$ cat src/rtl/dpr_pkg.sv
// rtl/dpr_pkg.sv - shared constants for the dual-port RAM port-2 arbiter
package dpr_pkg;

  localparam logic [1:0] ST_IDLE = 2'd0;
  localparam logic [1:0] ST_ACC  = 2'd1;
  localparam logic [1:0] ST_RD   = 2'd2;
  localparam logic [1:0] ST_ACK  = 2'd3;

  localparam int PRIO_RR    = 0;
  localparam int PRIO_FIXED = 1;

endpackage

$ cat src/rtl/dpr_arb_pick.sv
// rtl/dpr_arb_pick.sv - combinational grant selection between two requesters
module dpr_arb_pick
  import dpr_pkg::*;
#(
  parameter int PRIO = PRIO_RR
) (
  input  logic req0,
  input  logic req1,
  input  logic last,
  output logic valid,
  output logic g
);

  always_comb begin
    valid = req0 | req1;
    g     = ~req0;
    // On a tie in round-robin mode the requester that did not win last time goes next.
    if (PRIO != PRIO_FIXED && req0 && req1) begin
      g = ~last;
    end
  end

endmodule

$ cat src/rtl/dpr_arb.sv
// rtl/dpr_arb.sv - two-requester arbiter/sequencer for RAM port 2
module dpr_arb
  import dpr_pkg::*;
#(
  parameter int AW   = 14,
  parameter int PRIO = PRIO_RR
) (
  input  logic          clock,
  input  logic          reset,
  input  logic          req0,
  input  logic          we0,
  input  logic [AW-1:0] a0,
  input  logic [7:0]    d0,
  output logic [7:0]    q0,
  output logic          ack0,
  input  logic          req1,
  input  logic          we1,
  input  logic [AW-1:0] a1,
  input  logic [7:0]    d1,
  output logic [7:0]    q1,
  output logic          ack1,
  output logic          ram_ce,
  output logic          ram_we,
  output logic [AW-1:0] ram_a,
  output logic [7:0]    ram_di,
  input  logic [7:0]    ram_do,
  output logic          busy
);

  logic [1:0]    state_q, state_d;
  logic          last_q, last_d;
  logic          ram_ce_q, ram_ce_d;
  logic          ram_we_q, ram_we_d;
  logic [AW-1:0] ram_a_q, ram_a_d;
  logic [7:0]    ram_di_q, ram_di_d;
  logic          ack0_q, ack0_d;
  logic          ack1_q, ack1_d;
  logic [7:0]    q0_q, q0_d;
  logic [7:0]    q1_q, q1_d;
  logic          busy_q, busy_d;

  logic pick_valid;
  logic pick_g;

  dpr_arb_pick #(.PRIO(PRIO)) u_pick (
    .req0  (req0),
    .req1  (req1),
    .last  (last_q),
    .valid (pick_valid),
    .g     (pick_g)
  );

  // last_q doubles as the active grant from the grant edge until the next IDLE.
  always_comb begin
    state_d  = state_q;
    last_d   = last_q;
    ram_ce_d = ram_ce_q;
    ram_we_d = ram_we_q;
    ram_a_d  = ram_a_q;
    ram_di_d = ram_di_q;
    ack0_d   = ack0_q;
    ack1_d   = ack1_q;
    q0_d     = q0_q;
    q1_d     = q1_q;
    case (state_q)
      ST_IDLE: begin
        if (pick_valid) begin
          ram_ce_d = 1'b1;
          ram_a_d  = pick_g ? a1 : a0;
          ram_di_d = pick_g ? d1 : d0;
          ram_we_d = ~(pick_g ? we1 : we0);
          last_d   = pick_g;
          state_d  = ST_ACC;
        end
      end
      ST_ACC: begin
        ram_ce_d = 1'b0;
        ram_we_d = 1'b1;
        if (!ram_we_q) begin
          ack0_d  = ~last_q;
          ack1_d  = last_q;
          state_d = ST_ACK;
        end else begin
          state_d = ST_RD;
        end
      end
      ST_RD: begin
        if (last_q) begin
          q1_d = ram_do;
        end else begin
          q0_d = ram_do;
        end
        ack0_d  = ~last_q;
        ack1_d  = last_q;
        state_d = ST_ACK;
      end
      default: begin
        ack0_d  = 1'b0;
        ack1_d  = 1'b0;
        state_d = ST_IDLE;
      end
    endcase
    busy_d = (state_d != ST_IDLE);
  end

  always_ff @(posedge clock or negedge reset) begin
    if (!reset) begin
      state_q  <= ST_IDLE;
      last_q   <= 1'b1;
      ram_ce_q <= 1'b0;
      ram_we_q <= 1'b1;
      ram_a_q  <= '0;
      ram_di_q <= '0;
      ack0_q   <= 1'b0;
      ack1_q   <= 1'b0;
      q0_q     <= '0;
      q1_q     <= '0;
      busy_q   <= 1'b0;
    end else begin
      state_q  <= state_d;
      last_q   <= last_d;
      ram_ce_q <= ram_ce_d;
      ram_we_q <= ram_we_d;
      ram_a_q  <= ram_a_d;
      ram_di_q <= ram_di_d;
      ack0_q   <= ack0_d;
      ack1_q   <= ack1_d;
      q0_q     <= q0_d;
      q1_q     <= q1_d;
      busy_q   <= busy_d;
    end
  end

  assign ram_ce = ram_ce_q;
  assign ram_we = ram_we_q;
  assign ram_a  = ram_a_q;
  assign ram_di = ram_di_q;
  assign ack0   = ack0_q;
  assign ack1   = ack1_q;
  assign q0     = q0_q;
  assign q1     = q1_q;
  assign busy   = busy_q;

endmodule

$ cat config.mk
export PLATFORM = sky130hd
export DESIGN_NAME = dpr_arb
export DESIGN_NICKNAME = d
export VERILOG_FILES = /design/src/rtl/dpr_pkg.sv /design/src/rtl/dpr_arb_pick.sv /design/src/rtl/dpr_arb.sv
export SDC_FILE = /design/constraint.sdc
export NUM_CORES = 1
export LEC_CHECK = 0
export BUFFER_PORTS_ARGS = -buffer_cell sky130_fd_sc_hd__buf_2
export CAP_MARGIN = 20
export CORE_UTILIZATION = 46
export DETAILED_ROUTE_END_ITERATION = 10
export GPL_TIMING_DRIVEN = 0
export HOLD_SLACK_MARGIN = 0.05
export PLACE_DENSITY = 0.86
export SLEW_MARGIN = 40
export SYNTH_ARGS = -nofsm -noshare
export SYNTH_HDL_FRONTEND = slang
export SYNTH_SLANG_ARGS = --single-unit
$ cat constraint.sdc
create_clock -name clock -period 1.8 [get_ports clock]
set_clock_uncertainty 0.05 [all_clocks]
set_input_delay 0.18 -clock clock [delete_from_list [all_inputs] [get_ports clock]]
set_output_delay 0.18 -clock clock [all_outputs]
set_load 0.01 [all_outputs]
**After elaboration in Yosys (flattened, before gate mapping)**

Index checks and enable logic that the tools add are counted.

- Bits in latches: 0
- Bits of input ports: 58
- Bits in registers: 46
- Bits in writable memories: 0
- Logic and storage cells: 44
- Memory bits (read-only): 0
- Memories kept: 0
- Output and inout port bits: 43

- Bitwise operators: 5
- Equality and inequality tests: 4
- $lt $le $gt $ge: 0
- Shifts and indexed selects: 0
- Divide/modulo/power cells: 0
- Multipliers: 0
- Muxes and demuxes: 15
- Add/sub/neg operators: 0
- Reduce and logical (&&, ||, !) cells: 9

Operator list:

| cell | count |
|---|---|
| $mux 14 | 1 |
| $reduce_and 2->1 | 5 |
| $mux 8 | 1 |
| $mux 1 | 7 |
| $pmux 1 s3 | 2 |
| $pmux 2 s3 | 1 |
| $ne 2x2->1 const B | 2 |
| $not 1->1 | 4 |
| $pmux 1 s2 | 2 |
| $reduce_bool 2->1 | 2 |
| $eq 2x1->1 const B | 1 |
| $eq 2x2->1 const B | 1 |
| $logic_not 2->1 | 1 |
| $mux 2 | 1 |
| $logic_and 1x1->1 | 1 |
| $or 1x1->1 | 1 |

**Depth between registers and ports, before layout**

Gate-level depths: netlist of run 1.

- Depth in word-level cells: 6
- Depth in mapped cells: 7
- Depth with buffers taken out: 5

**Hierarchy**

From an unflattened synthesis of run 1, not the netlist that was laid out.

- Cells, all modules: 170
- Area, all modules: 2075.7 um^2

By module, submodules not included:

| module | cells each | area each (um^2) | times used |
|---|---|---|---|
| dpr_arb | 167 | 2060.7 | 1 |
| dpr_arb_pick | 3 | 15.0 | 1 |

**Worst setup path before layout of run 1**

OpenSTA, ideal clock, no wires.

- Path type: flip-flop to flip-flop
- Start point: reg state_q[0]
- End point: reg ram_we_q (netlist: ram_we)
- Required time: 1659 ps
- Stages on the path, launching flop included: 7
- Arrival: 1321 ps
- Clock period less this slack: 1462 ps
- Path buffers: 1
- Slack: 338 ps
- Cell sequence: dfrtp_1 inv_1 ha_1 buf_2 or3b_1 a21oi_1 a211oi_2

- Cells in the longest elaborated chain, start to end: 3

RTL lines:

| element | RTL line | text |
|---|---|---|
| from (decl) | dpr_arb.sv:30 | `logic [1:0] state_q, state_d;` |
| from (signal assigned) | dpr_arb.sv:120 | `state_q <= state_d;` |
| $eq 2x1->1 or $logic_not 2->1 (tied branches) | dpr_arb.sv:65 | `case (state_q)` |
| $reduce_bool 2->1 (no line) or $ne 2x2->1 (tied branches) | -- |  |
| $reduce_and 2->1 (no line) | -- |  |
| to (signal assigned) | dpr_arb.sv:123 | `ram_we_q <= ram_we_d;` |
| to (decl) | dpr_arb.sv:33 | `logic ram_we_q, ram_we_d;` |

Several ways; a longest one is shown, not always the timed one.
A chain may end at the register's enable or synchronous reset.

**Worst setup path in the final report of run 1**

- Start point: reg state_q[0]
- End point: reg ram_a_q[2] (netlist: ram_a[2])

- Cells in the longest elaborated chain, start to end: 2

RTL lines:

| element | RTL line | text |
|---|---|---|
| $logic_not 2->1 | dpr_arb.sv:65 |  |
| $reduce_and 2->1 (no line) | -- |  |
| to (signal assigned) | dpr_arb.sv:124 | `ram_a_q <= ram_a_d;` |
| to (decl) | dpr_arb.sv:34 | `logic [AW-1:0] ram_a_q, ram_a_d;` |

No other way between the ends.

==> results.md, run 1 <==
* WL final at between 5 and 6 mm
* Met2 usage at 0.382
* Final Hold Vio Count at 0
* Dominant cell type by area after synthesis: dfrtp_1
* Worst-Margin Slew at roughly 0.57 ns
* Grt peak-use layer: met2
* Endpoints failing setup at 0
* Post-Syn Area at approximately 2100 um^2
* P&R area growth vs syn at 32.4%
* Clk root buf: clkbuf_8
* Clk pwr share at 0.137
* Maximum fanout along the worst path at 10
* Mapped Cells at roughly 200
* Part of the Yosys area used for sequential elements at 0.541
* Post-route ant nets at 0
* Combinational power share at 0.483
* Pwr per Cell Area at 1700 nW/um^2
* Resized cells post-CTS at 0
* GR Util met1 at 0.307
* Initial antenna violation count at 0
* Wirelength per Cell at between 10 and 15 um
* Min-Delay Path Class: in2reg
* Share of layout cells above drive strength 1 at 0.460
* Async SR Flop Fraction at 1.00
* IO Port Bufs at 100
* Site row count at 24
* Sequential power share at 0.380
* Switching Fraction at 0.396
* Final #Nets at ~370
* Clk sinks at between 40 and 50
* Maximum clock rate at a little over 600 MHz
* Initial Utilization at 0.483
* Post-synth EDFFs at 0
* Rel. slew slack at 0.622
* Arrival time worst endpoint at approximately 1.8 ns
* Primary FF master, synth: dfrtp_1
* Vias at around 2000
* Max-Cap Viols at 0
* Drt initial violations at 108
* Die height at 70.1 um
* P_sw at between 1500 and 2000 uW
* First-pass GRT wire length at approximately 9 mm
* Hold_buf cts at 3
* CP delay by family, top: buffers and inverters
* Fin crit period at about 1.6 ns
* HPWL Detailed at slightly below 4 mm
* Routability Congestion at slightly below 0.8
* Bufs and invs on worst path at 3
* Clock latency on the worst-skew pair at ~0.30 ns
* ANT cells at 0
* Final core utilization at 0.639
* Crit-path cells: inv_1 -> ha_1 -> buf_2 -> o21a_1 -> buf_4 -> nor2_1 -> a21oi_1
* Leakage at ~0.0013 uW
* Global-route met3 utilization at 0.0635
* CTS tree: built
* Tot GR Track Use at 0.236
* Worst Setup End Kind: flop
* Area contributors post-synth: dfrtp_1 52%, mux2_2 7.4%, a31oi_1 6.7%
* Reg clk slew, reported paths at 0.09 ns
* Setup_tns at 0 ns
* Vias in the first global route at between 1500 and 2000
* Crit Path Category: reg2reg
* Worst ir drop on vdd at 0.000621 V
* Status: finished, final reports clean
* Yosys top cell area share at 0.516
* Req. time, crit path at around 2.0 ns
* Syn_nets at 264
* I/O Pins at 101
* Pwr Total at approximately 4800 uW
* Slew Limit Fails at 0
* RSZ-0062 raised after global routing: no
* Startpoint types: flop
* CP max stage delay at ~0.43 ns
* CORE AREA at roughly 4400 um^2
* Gr ovfl total at 0
* Max stage delay cell, worst path: dfrtp_1
* Die area at slightly below 5000 um^2
* Die width at about 70 um
* Ys Warns at 0
* Commonest cells post-synth: 44 x dfrtp_1, 26 x a21oi_1, 23 x a31oi_1, 23 x nor2_1
* Final Cycle Share at 0.908
* Reg-to-reg slack, setup at between 0.15 and 0.2 ns
* Clock Path Buffers at 2
* Avg Cell Area, Syn at ~11 um^2
* Pre-antenna DRT Iters at 4
* Largest net degree at the start of global routing at 47
* Yosys reg bits at 46
* DR DRC count at 0
* TritonCTS Buffers at 5
* Unique masters post-synth at 32
* H-tree Lvls at 2
* Vias/cell at approximately 5.4
* Setup Buffers After CTS at 0
* Cell with the most instances after synthesis: dfrtp_1
* Int Pwr at ~2900 uW
logic make-up (layout without fill, tap and decap cells):
group	after synthesis	count (layout)	synth area share
compound gates	78	78	0.211
flops	46	46	0.541
simple gates	36	36	0.0833
buf+inv	22	133	0.0563
mux	16	16	0.0845
fa+ha+maj	4	4	0.0235
state kept, by name, indices dropped and copies added, names as in the netlist, 2 cells and up:
signal and cells:
q0 8, q1 8, ram_a 14, ram_di 8
state_q 2
per-layer routing:
layer  up-vias  routed length [um]
met5         -                   0
met4         0                  45
met3         5                 386
met2        95                2700
met1       913                2330
li1        944                   -
final cells by class:
type	count	area, um^2
clock inverters	3	23.8
inverters	6	22.5
well taps	52	65.1
clock buffers	5	68.8
flip-flops and latches	46	1150
fillers	371	1590
repair buffers	103	533
multi-input cells	134	858
plain buffers	16	97.6
path summary, 6_finish.rpt:
kind,cells past startpoint,from,endpoint
hold / removal,3,d1[3],ram_di[3]
max in group asynchronous,2,reset,state_q[0]
min in group asynchronous,2,reset,q1[5]
hold reg to reg,1,q0[2],q0[2]
setup / recovery,7,state_q[0],ram_a[2]
setup reg to reg,7,state_q[0],ram_a[2]
power by group through the flow:
stage,combinational [uW],clock [uW],sequential (uW)
floorplan,1230,0,2070
global placement,2270,0,1810
detailed placement,2340,0,1850
CTS,2350,668,1830
global route,2580,725,1900
finish,2320,658,1830
worst min-delay path, delay by kind of cell:
family	cells	cell delay (ns)
buf+inv	1	0.10
compound gates	2	0.09
placed cells by master, fill, tap and decap left out, drive strengths merged:
cell and instances:
mux2 16, nand3 1, nand3b 1, buf 111, ha 4, a21oi 26
nor2b 1, clkbuf 10, o21a 1, or3b 1, or2 2, dfrtp 44
inv 7, nor4 1, o21ai 25, a41oi 1, nor2 23, nand2b 3
dlygate4sd3 3, nand2 3, dfstp 2, a211oi 2, clkinvlp 2, a31oi 23
metrics by stage:
| step | hold slack (ns) | setup WS, ns | instances | instance area [um^2] |
|---|---|---|---|---|
| 2_1_floorplan | -0.166 | 0.338 | 202 | 2130 |
| 3_3_place_gp | 0.291 | 0.239 | 354 | 2700 |
| 5_1_grt | 0.0523 | 0.0365 | 365 | 2820 |
| 4_1_cts | 0.0602 | 0.157 | 365 | 2820 |
| 6_report | 0.0601 | 0.165 | 365 | 2820 |
| 3_5_place_dp | 0.171 | 0.176 | 354 | 2700 |
Note: power is estimated with default switching activity, not from simulation.
==> run 2: changes to the inputs <==
Settings changed: MAX_ROUTING_LAYER from default to met4.
==> results.md, run 2 (synthesized netlist as in run 1, its figures left out) <==
* Status: finished, final reports clean (unchanged)
* Worst Setup End Kind: flop (unchanged)
* Maximum clock rate at 610 MHz (was 612 MHz)
* Rel. slew slack at 0.623 (was 0.622)
* I/O Pins at 101 (unchanged)
* Fillers at 371 (unchanged)
* Placed Area at 2700 um^2 (unchanged)
* Worst ir drop on vdd at 0.000615 V (was 0.000621 V)
* Final Hold Vio Count at 0 (unchanged)
* CP max stage delay at 0.43 ns (about the same)
* DR DRC count at 0 (unchanged)
* Multi-input gate area at 858 um^2 (unchanged)
* Most frequent cells in the layout: 105 x buf_2, 44 x dfrtp_1, 26 x a21oi_1, 23 x a31oi_1, 23 x nor2_1 (unchanged)
* Setup Buffers After CTS at 0 (unchanged)
* Clock Path Buffers at 2 (unchanged)
* Drt initial violations at 126 (was 108)
* HPWL Detailed at 3.90 mm (unchanged)
* RR Endpoint: ram_a[2] (unchanged)
* Min-Delay Path Class: in2reg (unchanged)
* Hold_buf cts at 3 (unchanged)
* Share of layout cells above drive strength 1 at 0.460 (unchanged)
* R2R depth at 7 (unchanged)
* Wirelength per Cell at 14.9 um (was 15.0 um)
* Final Cycle Share at 0.911 (was 0.908)
* Design area at 2820 um^2 (unchanged)
* Post-route ant nets at 0 (unchanged)
* Worst-Margin Slew at 0.566 ns (about the same)
* Flip-flop count of the largest register after layout at 14 (unchanged)
* Resized cells post-CTS at 0 (unchanged)
* CTS tree: built (unchanged)
* Clk pwr share at 0.137 (about the same)
* Initial Utilization at 0.483 (unchanged)
* WL final at 5.45 mm (was 5.46 mm)
* Switching Fraction at 0.396 (about the same)
* Startpoint types: flop (unchanged)
* Req. time, crit path at 1.97 ns (about the same)
* IO Port Bufs at 100 (unchanged)
* Endpoints failing setup at 0 (unchanged)
* Tot GR Track Use at 0.243 (was 0.236)
* Bufs and invs on worst path at 3 (unchanged)
* Die width at 70.1 um (unchanged)
* Gr ovfl total at 0 (unchanged)
* Hold EP: ram_di[3] (unchanged)
* H-tree Lvls at 2 (unchanged)
* Crit Path Category: reg2reg (unchanged)
* Setup_tns at 0 ns (unchanged)
* Reg clk slew, reported paths at 0.09 ns (about the same)
* Commonest non-fill, non-tap cell in the layout: buf_2 (unchanged)
* Fin crit period at 1.64 ns (about the same)
* Clock latency on the worst-skew pair at 0.31 ns (was 0.30 ns)
* Arrival time worst endpoint at 1.81 ns (about the same)
* Pre-antenna DRT Iters at 4 (unchanged)
* Int Pwr at 2910 uW (about the same)
* Site row count at 24 (unchanged)
* Crit-path cells: inv_1 -> ha_1 -> buf_2 -> o21a_1 -> buf_4 -> nor2_1 -> a21oi_1 (unchanged)
* Vias/cell at 5.37 (was 5.36)
* First-pass GRT wire length at 9.01 mm (was 9.02 mm)
* RSZ-0062 raised after global routing: no (unchanged)
* Pwr Total at 4810 uW (about the same)
* Final #Nets at 374 (unchanged)
* Pwr per Cell Area at 1710 nW/um^2 (was 1700 nW/um^2)
* DP Cell Count at 354 (unchanged)
* Sequential power share at 0.380 (about the same)
* Die height at 70.1 um (unchanged)
* ANT cells at 0 (unchanged)
* Worst Hold Path Cells at 3 (unchanged)
* TritonCTS Buffers at 5 (unchanged)
* Initial antenna violation count at 0 (unchanged)
* P&R area growth vs syn at 32.4% (unchanged)
* Leakage at 0.00134 uW (unchanged)
* Final Non-Filler Cells at 365 (unchanged)
* Worst r2r src: state_q[0] (unchanged)
* Slew Limit Fails at 0 (unchanged)
* Largest net degree at the start of global routing at 47 (unchanged)
* CORE AREA at 4410 um^2 (unchanged)
* Reg-to-reg slack, setup at 0.16 ns (about the same)
* Max stage delay cell, worst path: dfrtp_1 (unchanged)
* Combinational power share at 0.483 (about the same)
* Routability Congestion at 0.784 (was 0.774)
* Reg area at 1150 um^2 (unchanged)
* Die area at 4910 um^2 (unchanged)
* CP delay by family, top: buffers and inverters (unchanged)
* Vias in the first global route at 1896 (was 1898)
* P_sw at 1910 uW (about the same)
* Clk sinks at 46 (unchanged)
* Hold_sp: d1[3] (unchanged)
* Max-Cap Viols at 0 (unchanged)
* Clk root buf: clkbuf_8 (unchanged)
* Maximum fanout along the worst path at 10 (unchanged)
* Vias at 1959 (was 1957)
[run 2: worst reg2reg max path: stages (launching register included)]
cell and delay (ns):
dfrtp_1 0.43, inv_1 0.09, ha_1 0.14, buf_2 0.20, o21a_1 0.25, buf_4 0.21, nor2_1 0.06, a21oi_1 0.14
[run 2: cell type report]
type / instances / area share
sequential: 46 / 0.409
multi-input combinational: 134 / 0.304
timing repair buffer: 103 / 0.189
buffer: 16 / 0.0346
clock buffer: 5 / 0.0244
tap: 52 / 0.0230
clock inverter: 3 / 0.00842
inverter: 6 / 0.00798
[run 2: power by group through the flow]
| stage | logic (uW) | registers [uW] | clock network, uW |
|---|---|---|---|
| finish | 2320 | 1830 | 658 |
| global route | 2580 | 1900 | 728 |
| CTS | 2350 | 1830 | 668 |
| detailed placement | 2340 | 1850 | 0 |
| global placement | 2270 | 1810 | 0 |
| floorplan | 1230 | 2070 | 0 |
[run 2: worst max-delay path by stage]
| stage | startpoint | to | slack, ns | depth (start not counted) |
|---|---|---|---|---|
| 2_1_floorplan | state_q[0] | ram_we | 0.34 | 6 |
| 3_5_place_dp | state_q[0] | ram_a[2] | 0.18 | 7 |
| 5_1_grt | state_q[0] | ram_di[7] | 0.04 | 7 |
| 6_report | state_q[0] | ram_a[2] | 0.16 | 7 |
| 4_1_cts | state_q[0] | ram_a[2] | 0.16 | 7 |
| 3_3_place_gp | last_q | q0[6] | 0.24 | 4 |
[run 2: routing by layer]
layer	vias to the layer above	routed length, um	GRT usage
met5	-	0	-
met4	0	60	0.0800
met3	7	341	0.0635
met2	83	2660	0.382
met1	929	2390	0.308
li1	940	-	-
[run 2: per-stage QoR]
| stage | setup WS, ns | hold slack [ns] | utilization |
|---|---|---|---|
| global route | 0.0381 | 0.0523 | 0.639 |
| floorplan | 0.338 | -0.166 | - |
| detailed placement | 0.176 | 0.171 | 0.612 |
| finish | 0.161 | 0.0603 | 0.639 |
| CTS | 0.157 | 0.0602 | 0.639 |
| global placement | 0.239 | 0.291 | 0.611 |
==> run 3: changes to the inputs <==
Settings changed: MAX_ROUTING_LAYER met4 to default, PLACE_DENSITY 0.86 to default, PLACE_DENSITY_LB_ADDON from default to 0.2.
==> results.md, run 3 (synthesized netlist as in run 1, its figures left out) <==
* HPWL Detailed at 3.76 mm (was 3.90 mm)
* H-tree Lvls at 2 (unchanged)
* Post-route ant nets at 0 (unchanged)
* Endpoints failing setup at 0 (unchanged)
* Vias/cell at 5.41 (was 5.37)
* Rel. slew slack at 0.622 (was 0.623)
* IO Port Bufs at 100 (unchanged)
* Status: finished, final reports clean (unchanged)
* Maximum clock rate at 619 MHz (was 610 MHz)
* Pwr Total at 4770 uW (was 4810 uW)
* Tot GR Track Use at 0.221 (was 0.243)
* Pre-CTS setup slack at 0.208 ns (was 0.176 ns)
* Clock latency on the worst-skew pair at 0.30 ns (was 0.31 ns)
* Final Non-Filler Cells at 364 (was 365)
* Wirelength per Cell at 14.2 um (was 14.9 um)
* Arrival time worst endpoint at 1.79 ns (was 1.81 ns)
* P&R area growth vs syn at 31.9% (was 32.4%)
* Most frequent cells in the layout: 105 x buf_2, 44 x dfrtp_1, 26 x a21oi_1, 23 x a31oi_1, 23 x nor2_1 (unchanged)
* P_sw at 1830 uW (was 1910 uW)
* Combinational power share at 0.482 (was 0.483)
* Share of layout cells above drive strength 1 at 0.458 (was 0.460)
* Pwr per Cell Area at 1700 nW/um^2 (was 1710 nW/um^2)
* Fin worst setup slack at 0.184 ns (was 0.161 ns)
* ANT cells at 0 (unchanged)
* Reg-to-reg slack, setup at 0.18 ns (was 0.16 ns)
* Die area at 4910 um^2 (unchanged)
* DP Cell Count at 354 (unchanged)
* Leakage at 0.00134 uW (about the same)
* Sequential power share at 0.384 (was 0.380)
* Crit Path Category: reg2reg (unchanged)
* Fin crit period at 1.62 ns (was 1.64 ns)
* Maximum fanout along the worst path at 8 (was 10)
* TritonCTS Buffers at 5 (unchanged)
* First-pass GRT wire length at 8.57 mm (was 9.01 mm)
* Setup_tns at 0 ns (unchanged)
* Flip-flop count of the largest register after layout at 14 (unchanged)
* CORE AREA at 4410 um^2 (unchanged)
* Commonest non-fill, non-tap cell in the layout: buf_2 (unchanged)
* Setup Buffers After CTS at 0 (unchanged)
* Final #Nets at 373 (was 374)
* Startpoint types: flop (unchanged)
* Reg clk slew, reported paths at 0.08 ns (was 0.09 ns)
* Gr ovfl total at 0 (unchanged)
* Worst ir drop on vdd at 0.000662 V (was 0.000615 V)
* DR DRC count at 0 (unchanged)
* RSZ-0062 raised after global routing: no (unchanged)
* Clk sinks at 46 (unchanged)
* Final Hold Vio Count at 0 (unchanged)
* Final Cycle Share at 0.898 (was 0.911)
* Bufs and invs on worst path at 2 (was 3)
* Initial antenna violation count at 0 (unchanged)
* Worst Setup End Kind: flop (unchanged)
* Int Pwr at 2940 uW (was 2910 uW)
* Worst-Margin Slew at 0.568 ns (was 0.566 ns)
* Vias in the first global route at 1866 (was 1896)
* Pre-antenna DRT Iters at 4 (unchanged)
* Die width at 70.1 um (unchanged)
* Clk pwr share at 0.134 (was 0.137)
* Routability Congestion at 0.865 (was 0.784)
* Min-Delay Path Class: in2reg (unchanged)
* CP max stage delay at 0.42 ns (was 0.43 ns)
* Initial Utilization at 0.483 (unchanged)
* Design area at 2810 um^2 (was 2820 um^2)
* Resized cells post-CTS at 0 (unchanged)
* Clock Path Buffers at 2 (unchanged)
* Max stage delay cell, worst path: dfrtp_1 (unchanged)
* Clk root buf: clkbuf_8 (unchanged)
* Req. time, crit path at 1.98 ns (was 1.97 ns)
* Drt initial violations at 79 (was 126)
* Largest net degree at the start of global routing at 47 (unchanged)
* Placed Area at 2700 um^2 (unchanged)
* Slew Limit Fails at 0 (unchanged)
* Max-Cap Viols at 0 (unchanged)
* CP delay by family, top: flip-flops (was buffers and inverters)
* I/O Pins at 101 (unchanged)
* Vias at 1968 (was 1959)
* WL final at 5.16 mm (was 5.45 mm)
* CTS tree: built (unchanged)
* Switching Fraction at 0.384 (was 0.396)
* Site row count at 24 (unchanged)
* Die height at 70.1 um (unchanged)
* Crit-path cells: inv_1 -> ha_1 -> buf_2 -> or3b_1 -> a21oi_1 -> a211oi_2 (was inv_1 -> ha_1 -> buf_2 -> o21a_1 -> buf_4 -> nor2_1 -> a21oi_1)
## run 3: routing by layer
metal	wire length, um	global-route usage	up-vias
met5	0	0	-
met4	50	0.0600	0
met3	377	0.0548	5
met2	2350	0.338	88
met1	2380	0.316	937
li1	-	-	938
## run 3: cell type report
cell class	instances	area, um^2
flip-flops and latches	46	1150
inverters	6	22.5
plain buffers	16	97.6
multi-input cells	134	858
well taps	52	65.1
clock inverters	1	5.00
fillers	390	1600
repair buffers	102	523
clock buffers	7	86.3
## run 3: power groups by stage
| stage | clock network, uW | logic, uW | registers [uW] |
|---|---|---|---|
| floorplan | 0 | 1230 | 2070 |
| global placement | 0 | 2280 | 1830 |
| detailed placement | 0 | 2310 | 1850 |
| CTS | 650 | 2330 | 1830 |
| global route | 703 | 2550 | 1890 |
| finish | 638 | 2300 | 1830 |
## run 3: metrics by stage
| stage | util | hold slack, ns |
|---|---|---|
| finish | 0.637 | 0.0533 |
| global route | 0.637 | 0.0520 |
| floorplan | - | -0.166 |
| detailed placement | 0.612 | 0.168 |
| CTS | 0.637 | 0.0567 |
| global placement | 0.611 | 0.300 |
## run 3: what timing repair did
item                       CTS  global route
hold endpoints to repair    45             0
setup endpoints to repair    0             0
hold buffers                 2             0
## run 3: worst reg2reg max path, cell delays in order, from the launching register on
cell and delay, ns:
dfrtp_1 0.42, inv_1 0.10, ha_1 0.14, buf_2 0.19, or3b_1 0.41, a21oi_1 0.18
a211oi_2 0.05
## run 3: final timing paths
| kind | startpoint | to | cells after the start |
|---|---|---|---|
| min in group asynchronous | reset | ram_a[11] | 2 |
| max reg2reg | state_q[0] | ram_we | 6 |
| min | d1[3] | ram_di[3] | 3 |
| max | state_q[0] | ram_we | 6 |
| min reg2reg | q0[0] | q0[0] | 1 |
| max in group asynchronous | reset | q0[1] | 2 |
